[src/rtl/pipeline_arith_pkg.sv]
// Shared constants and width helpers for the pipeline_arith_hs datapath.
// Widths are functions of the operand width N so every stage sizes itself consistently.
package pipeline_arith_pkg;

   localparam logic OP_ADD = 1'b0;
   localparam logic OP_SUB = 1'b1;

   function automatic int x3_width(input int n);
      return n + 3;
   endfunction

   function automatic int full_width(input int n);
      return 2 * n + 3;
   endfunction

endpackage

[src/rtl/pipe_ctrl_slice.sv]
// One pipeline stage's occupancy bit with ready/valid chaining.
// `load` means the stage register may capture this edge: it is empty or its content moves on.
module pipe_ctrl_slice (
   input  logic clk,
   input  logic rst_n,
   input  logic up_valid,
   input  logic down_ready,
   output logic valid,
   output logic load
);

   assign load = !valid || down_ready;

   // NOTE: sequential state uses non-blocking assignments so every stage samples pre-edge values.
   always_ff @(posedge clk) begin
      if (!rst_n)
         valid <= 1'b0;
      else if (load)
         valid <= up_valid;
   end

endmodule

[src/rtl/pipeline_arith_hs.sv]
// Three-stage handshaked datapath computing F = ((A+B) +/- (C-D)) * D.
// Define PIPELINE_ARITH_SAT_EN to clamp F to the OW-bit signed range; otherwise F wraps.
module pipeline_arith_hs
   import pipeline_arith_pkg::*;
#(
   parameter int N  = 10,
   parameter int OW = 2 * N + 3
) (
   input  logic          clk,
   input  logic          rst_n,
   input  logic [N-1:0]  A,
   input  logic [N-1:0]  B,
   input  logic [N-1:0]  C,
   input  logic [N-1:0]  D,
   input  logic          op,
   input  logic          in_valid,
   output logic          in_ready,
   output logic [OW-1:0] F,
   output logic          out_sat,
   output logic          out_valid,
   input  logic          out_ready,
   output logic [1:0]    count
);

   localparam int XW = x3_width(N);
   localparam int FW = full_width(N);

   logic v1, v2, v3;
   logic ld1, ld2, ld3;

   pipe_ctrl_slice u_s1 (.clk(clk), .rst_n(rst_n), .up_valid(in_valid), .down_ready(ld2),
                         .valid(v1), .load(ld1));
   pipe_ctrl_slice u_s2 (.clk(clk), .rst_n(rst_n), .up_valid(v1), .down_ready(ld3),
                         .valid(v2), .load(ld2));
   pipe_ctrl_slice u_s3 (.clk(clk), .rst_n(rst_n), .up_valid(v2), .down_ready(out_ready),
                         .valid(v3), .load(ld3));

   assign in_ready  = ld1 && rst_n;
   assign out_valid = v3;
   assign count     = {1'b0, v1} + {1'b0, v2} + {1'b0, v3};

   // Stage 1: operand pre-add / pre-subtract
   logic        [N:0]   x1_q;
   logic signed [N:0]   x2_q;
   logic        [N-1:0] d1_q;
   logic                op1_q;

   // NOTE: interior datapath registers carry no reset; the valid bits alone say whether they mean anything.
   always_ff @(posedge clk) begin
      if (ld1 && in_valid) begin
         x1_q  <= {1'b0, A} + {1'b0, B};
         x2_q  <= $signed({1'b0, C} - {1'b0, D});
         d1_q  <= D;
         op1_q <= op;
      end
   end

   // Stage 2: combine, sized so the worst case cannot overflow
   logic signed [XW-1:0] x1_e, x2_e, x3_d, x3_q;
   logic        [N-1:0]  d2_q;

   assign x1_e = XW'({1'b0, x1_q});
   assign x2_e = XW'(x2_q);
   assign x3_d = (op1_q == OP_SUB) ? x1_e - x2_e : x1_e + x2_e;

   always_ff @(posedge clk) begin
      if (ld2 && v1) begin
         x3_q <= x3_d;
         d2_q <= d1_q;
      end
   end

   // Stage 3: full-precision product, then reduce to OW bits
   logic signed [FW-1:0] p_full;
   logic        [OW-1:0] f_d;
   logic                 sat_d;

   assign p_full = FW'(x3_q) * FW'($signed({1'b0, d2_q}));

`ifdef PIPELINE_ARITH_SAT_EN
   localparam logic [OW-1:0] F_MAX = {1'b0, {(OW-1){1'b1}}};
   localparam logic [OW-1:0] F_MIN = {1'b1, {(OW-1){1'b0}}};
   logic fits;

   // In range exactly when every bit above the OW-bit sign position repeats the sign.
   assign fits  = (&p_full[FW-1:OW-1]) || !(|p_full[FW-1:OW-1]);
   assign f_d   = fits ? p_full[OW-1:0] : (p_full[FW-1] ? F_MIN : F_MAX);
   assign sat_d = !fits;
`else
   assign f_d   = p_full[OW-1:0];
   assign sat_d = 1'b0;
`endif

   always_ff @(posedge clk) begin
      if (!rst_n) begin
         F       <= '0;
         out_sat <= 1'b0;
      end else if (ld3 && v2) begin
         F       <= f_d;
         out_sat <= sat_d;
      end
   end

endmodule

[config.mk]
export PLATFORM = sky130hd
export DESIGN_NAME = pipeline_arith_hs
export DESIGN_NICKNAME = d
export VERILOG_FILES = /design/src/rtl/pipeline_arith_pkg.sv /design/src/rtl/pipe_ctrl_slice.sv /design/src/rtl/pipeline_arith_hs.sv
export SDC_FILE = /design/constraint.sdc
export NUM_CORES = 1
export LEC_CHECK = 0
export ABC_AREA = 1
export ABC_CLOCK_PERIOD_IN_PS = 6310
export BUFFER_PORTS_ARGS = -buffer_cell sky130_fd_sc_hd__buf_2
export CORE_AREA = 5 5 189 145
export DETAILED_ROUTE_END_ITERATION = 7
export DIE_AREA = 0 0 194 150
export GPL_TIMING_DRIVEN = 0
export MAX_ROUTING_LAYER = met4
export PLACE_DENSITY = 0.62
export SLEW_MARGIN = 20
export SYNTH_ARGS = -nofsm -noshare
export SYNTH_HDL_FRONTEND = slang
export SYNTH_SLANG_ARGS = --single-unit
[constraint.sdc]
create_clock -name clk -period 6.31 [get_ports clk]
set_clock_uncertainty 0.1 [all_clocks]
set_input_delay 1.893 -clock clk [delete_from_list [all_inputs] [get_ports clk]]
set_output_delay 1.893 -clock clk [all_outputs]
set_load 0.05 [all_outputs]
==> flow_metrics.env <==
export IMPL_status="completed"
export IMPL_ys_seq_area_frac=0.2211
export IMPL_area_delta_synth_final_pct=11.04
export IMPL_syn_area_per_cell_um2=7.800
export IMPL_crit_type="flip-flop to flip-flop"
export IMPL_worstMarginPinSlew_ps=872.3
export IMPL_grt_max_degree=34
export IMPL_port_buffers=70
export IMPL_drive_gt1_frac=0.08584
export IMPL_critPathMaxStageDelay_ps=610
export IMPL_die_w_um=194
export IMPL_fmax_ghz=0.1714
export IMPL_grt_util_all_layers=0.1728
export IMPL_cpMostUsedCell="nand2_1"
export IMPL_required_ps=6470
export IMPL_cts_buffers=9
export IMPL_setup_tns_ps=0
export IMPL_synth_edf_count=56
export IMPL_hold_path_class="flip-flop to flip-flop"
export IMPL_start_util=0.3912
export IMPL_final_hold_viol_count=0
export IMPL_crit_chain="clkbuf_1 > nand2_1 > fa_1 > fa_1 > fa_1 > inv_1 > fa_1 > inv_1 > fa_1 > inv_1 > ha_1 > nand2_1 > nand2_1 > a21oi_2 > nand2_1 > nand2_1 > nand3_1 > nand2_1 > nand3_1 > nand2_1 > inv_1"
export IMPL_synth_seq_cells=82
export IMPL_h_tree_depth=3
export IMPL_crit_family="adder cells"
export IMPL_insertion_delay_ps=360
export IMPL_drc=0
export IMPL_synth_main_ff_cell="edfxtp_1"
export IMPL_synth_top_family_by_area="adder cells"
export IMPL_max_slew_margin=0.4178
export IMPL_synth_compound_gate_area_share=0.04685
export IMPL_cts_resized=0
export IMPL_crit_slowest_cell="fa_1"
export IMPL_cp_end_kind="flip-flop"
export IMPL_ys_types=38
export IMPL_synthAdderAreaFrac=0.3507
export IMPL_fin_nets=1609
export IMPL_holdBufCountCts=0
export IMPL_min_period_ps=5834
export IMPL_placementRows=51
export IMPL_synthMuxAreaShare=0
export IMPL_fp_dieH_um=150
export IMPL_reg2reg_slack_ps=480
export IMPL_drv_slew=0
export IMPL_core_area_mm2=0.02546
export IMPL_wl_per_cell_um=13.70
export IMPL_yosys_area_top_type="fa_1"
export IMPL_cp_start_kind="flip-flop"
export IMPL_synth_xor_area_share=0.03605
export IMPL_vias=7927
export IMPL_die_area_mm2=0.02910
export IMPL_drt_first_pass_iters=5
export IMPL_num_antenna_cells=0
export IMPL_grt_pass1_vias=7840
export IMPL_rsz0062_at_grt="false"
export IMPL_synth_cells=1277
export IMPL_fin_crit_sh=0.9246
export IMPL_wirelength_mm=23.39
export IMPL_synthesis_nets=1528
export IMPL_routed_via_density=4.644
export IMPL_cts_tree="yes"
export IMPL_yosys_area_top_type_share=0.2452
export IMPL_grt_overflow_total=0
export IMPL_synth_async_reset_ratio=0
export IMPL_antenna_found_initial=0
export IMPL_netlist_area_mm2=0.009961
export IMPL_worstPathMaxFanout=10
export IMPL_path_buf_inv=5
export IMPL_cts_setup_buffers=0
export IMPL_yosys_warnings=0
export IMPL_cp_data_arrival_time_ps=5990
export IMPL_drt_initial_drc_count=526
export IMPL_synth_simple_area_share=0.1982
export IMPL_io_pins=73
export IMPL_place_gp_congestion=0.9264
export IMPL_synth_area_leaders="fa_1 25%, edfxtp_1 17%, inv_1 13%, nand2_1 12%, ha_1 11%"
export IMPL_cts_root_buf="clkbuf_16"
export IMPL_max_cap_violations=0
export IMPL_dp_hpwl_mm=19.73
export IMPL_grt_pass1_wl_mm=39.16
export IMPL_clock_path_buffers=2
export IMPL_ant_nets=0
export IMPL_cts_sinks=82
export IMPL_clk_pin_slew_ps=70
export IMPL_setup_violations_final=0
[final timing paths]
check | depth (start not counted) | endpoint | start
setup / recovery | 21 | F[20]$_SDFFE_PN0P_ | d2_q[2]$_DFFE_PP_
hold / removal | 0 | d2_q[3]$_DFFE_PP_ | d1_q[3]$_DFFE_PP_
setup reg to reg | 21 | F[20]$_SDFFE_PN0P_ | d2_q[2]$_DFFE_PP_
hold reg to reg | 0 | d2_q[3]$_DFFE_PP_ | d1_q[3]$_DFFE_PP_
[cell usage in the layout, fill, tap and decap left out, types with 9 or more instances in the layout]
cell type	instances
buf_2	71
nand2_1	323
clkbuf_1	25
inv_1	349
o21ai_0	23
xnor2_1	10
nor2_1	80
ha_1	84
fa_1	122
nand4_1	11
a21oi_1	36
dfxtp_1	26
xor2_1	31
edfxtp_1	56
nand3_1	43
clkbuf_16	9
[cells by family (layout without fill, tap and decap cells)]
family,count (synthesis),count (layout)
flops,82,82
compound gates,81,81
fa+ha+maj,206,206
other cells,1,1
simple gates,481,481
xor+xnor,41,41
buf+inv,385,471
[per-layer routing]
layer | global-route usage | share of wire | up-vias
li1 | - | - | 3948
met1 | 0.2599 | 0.52 | 3773
met2 | 0.2446 | 0.41 | 195
met3 | 0.03534 | 0.070 | 11
met4 | 0.02776 | 0.0072 | 0
met5 | - | 0 | -
[metrics by stage]
stage	instances	utilization	worst slack, ps	area, µm²	hold WS (ps)
CTS	1707	0.4344	553.7	11060	318.3
detailed placement	1691	0.4219	580.1	10740	304.5
floorplan	1277	-	1466	9961	300.3
finish	1707	0.4344	476.0	11060	314.6
global placement	1691	0.4219	599.5	10740	304.0
global route	1707	0.4344	143.7	11060	323.5
[sequential cells by signal (all words and copies together), names as in the netlist]
signal and count:
u_s3.valid 1, d1_q 10, u_s1.valid 1, x2_q 11
x1_q 11, x3_q 13, d2_q 10, u_s2.valid 1
F 23, op1_q 1
[area by class of cell]
| class | instances | area [µm²] |
|---|---|---|
| Multi-Input combinational cell | 810 | 6297 |
| Timing Repair Buffer | 70 | 350.3 |
| Sequential cell | 82 | 2202 |
| Buffer | 30 | 128.9 |
| Inverter | 355 | 1333 |
| Tap cell | 344 | 430.4 |
| Clock buffer | 9 | 225.2 |
| Clock inverter | 7 | 93.84 |
| Fill cell | 2548 | 14400 |
[cell usage after synthesis, types with 3 or more instances]
library cell,count
a21oi_1,36
fa_1,122
clkbuf_1,25
a21o_1,5
nand2_2,5
o21ai_0,23
buf_4,4
dfxtp_1,26
nand3_2,4
o21bai_1,4
xnor2_1,10
xor2_1,31
nor3_1,5
inv_1,350
edfxtp_1,56
inv_2,4
nand4_1,11
nand2_1,323
nor2_1,80
ha_1,84
a21oi_2,3
nand3_1,43
Power is not shown: default switching activity piles up to over one toggle a cycle in this logic, so the estimate is an artifact.
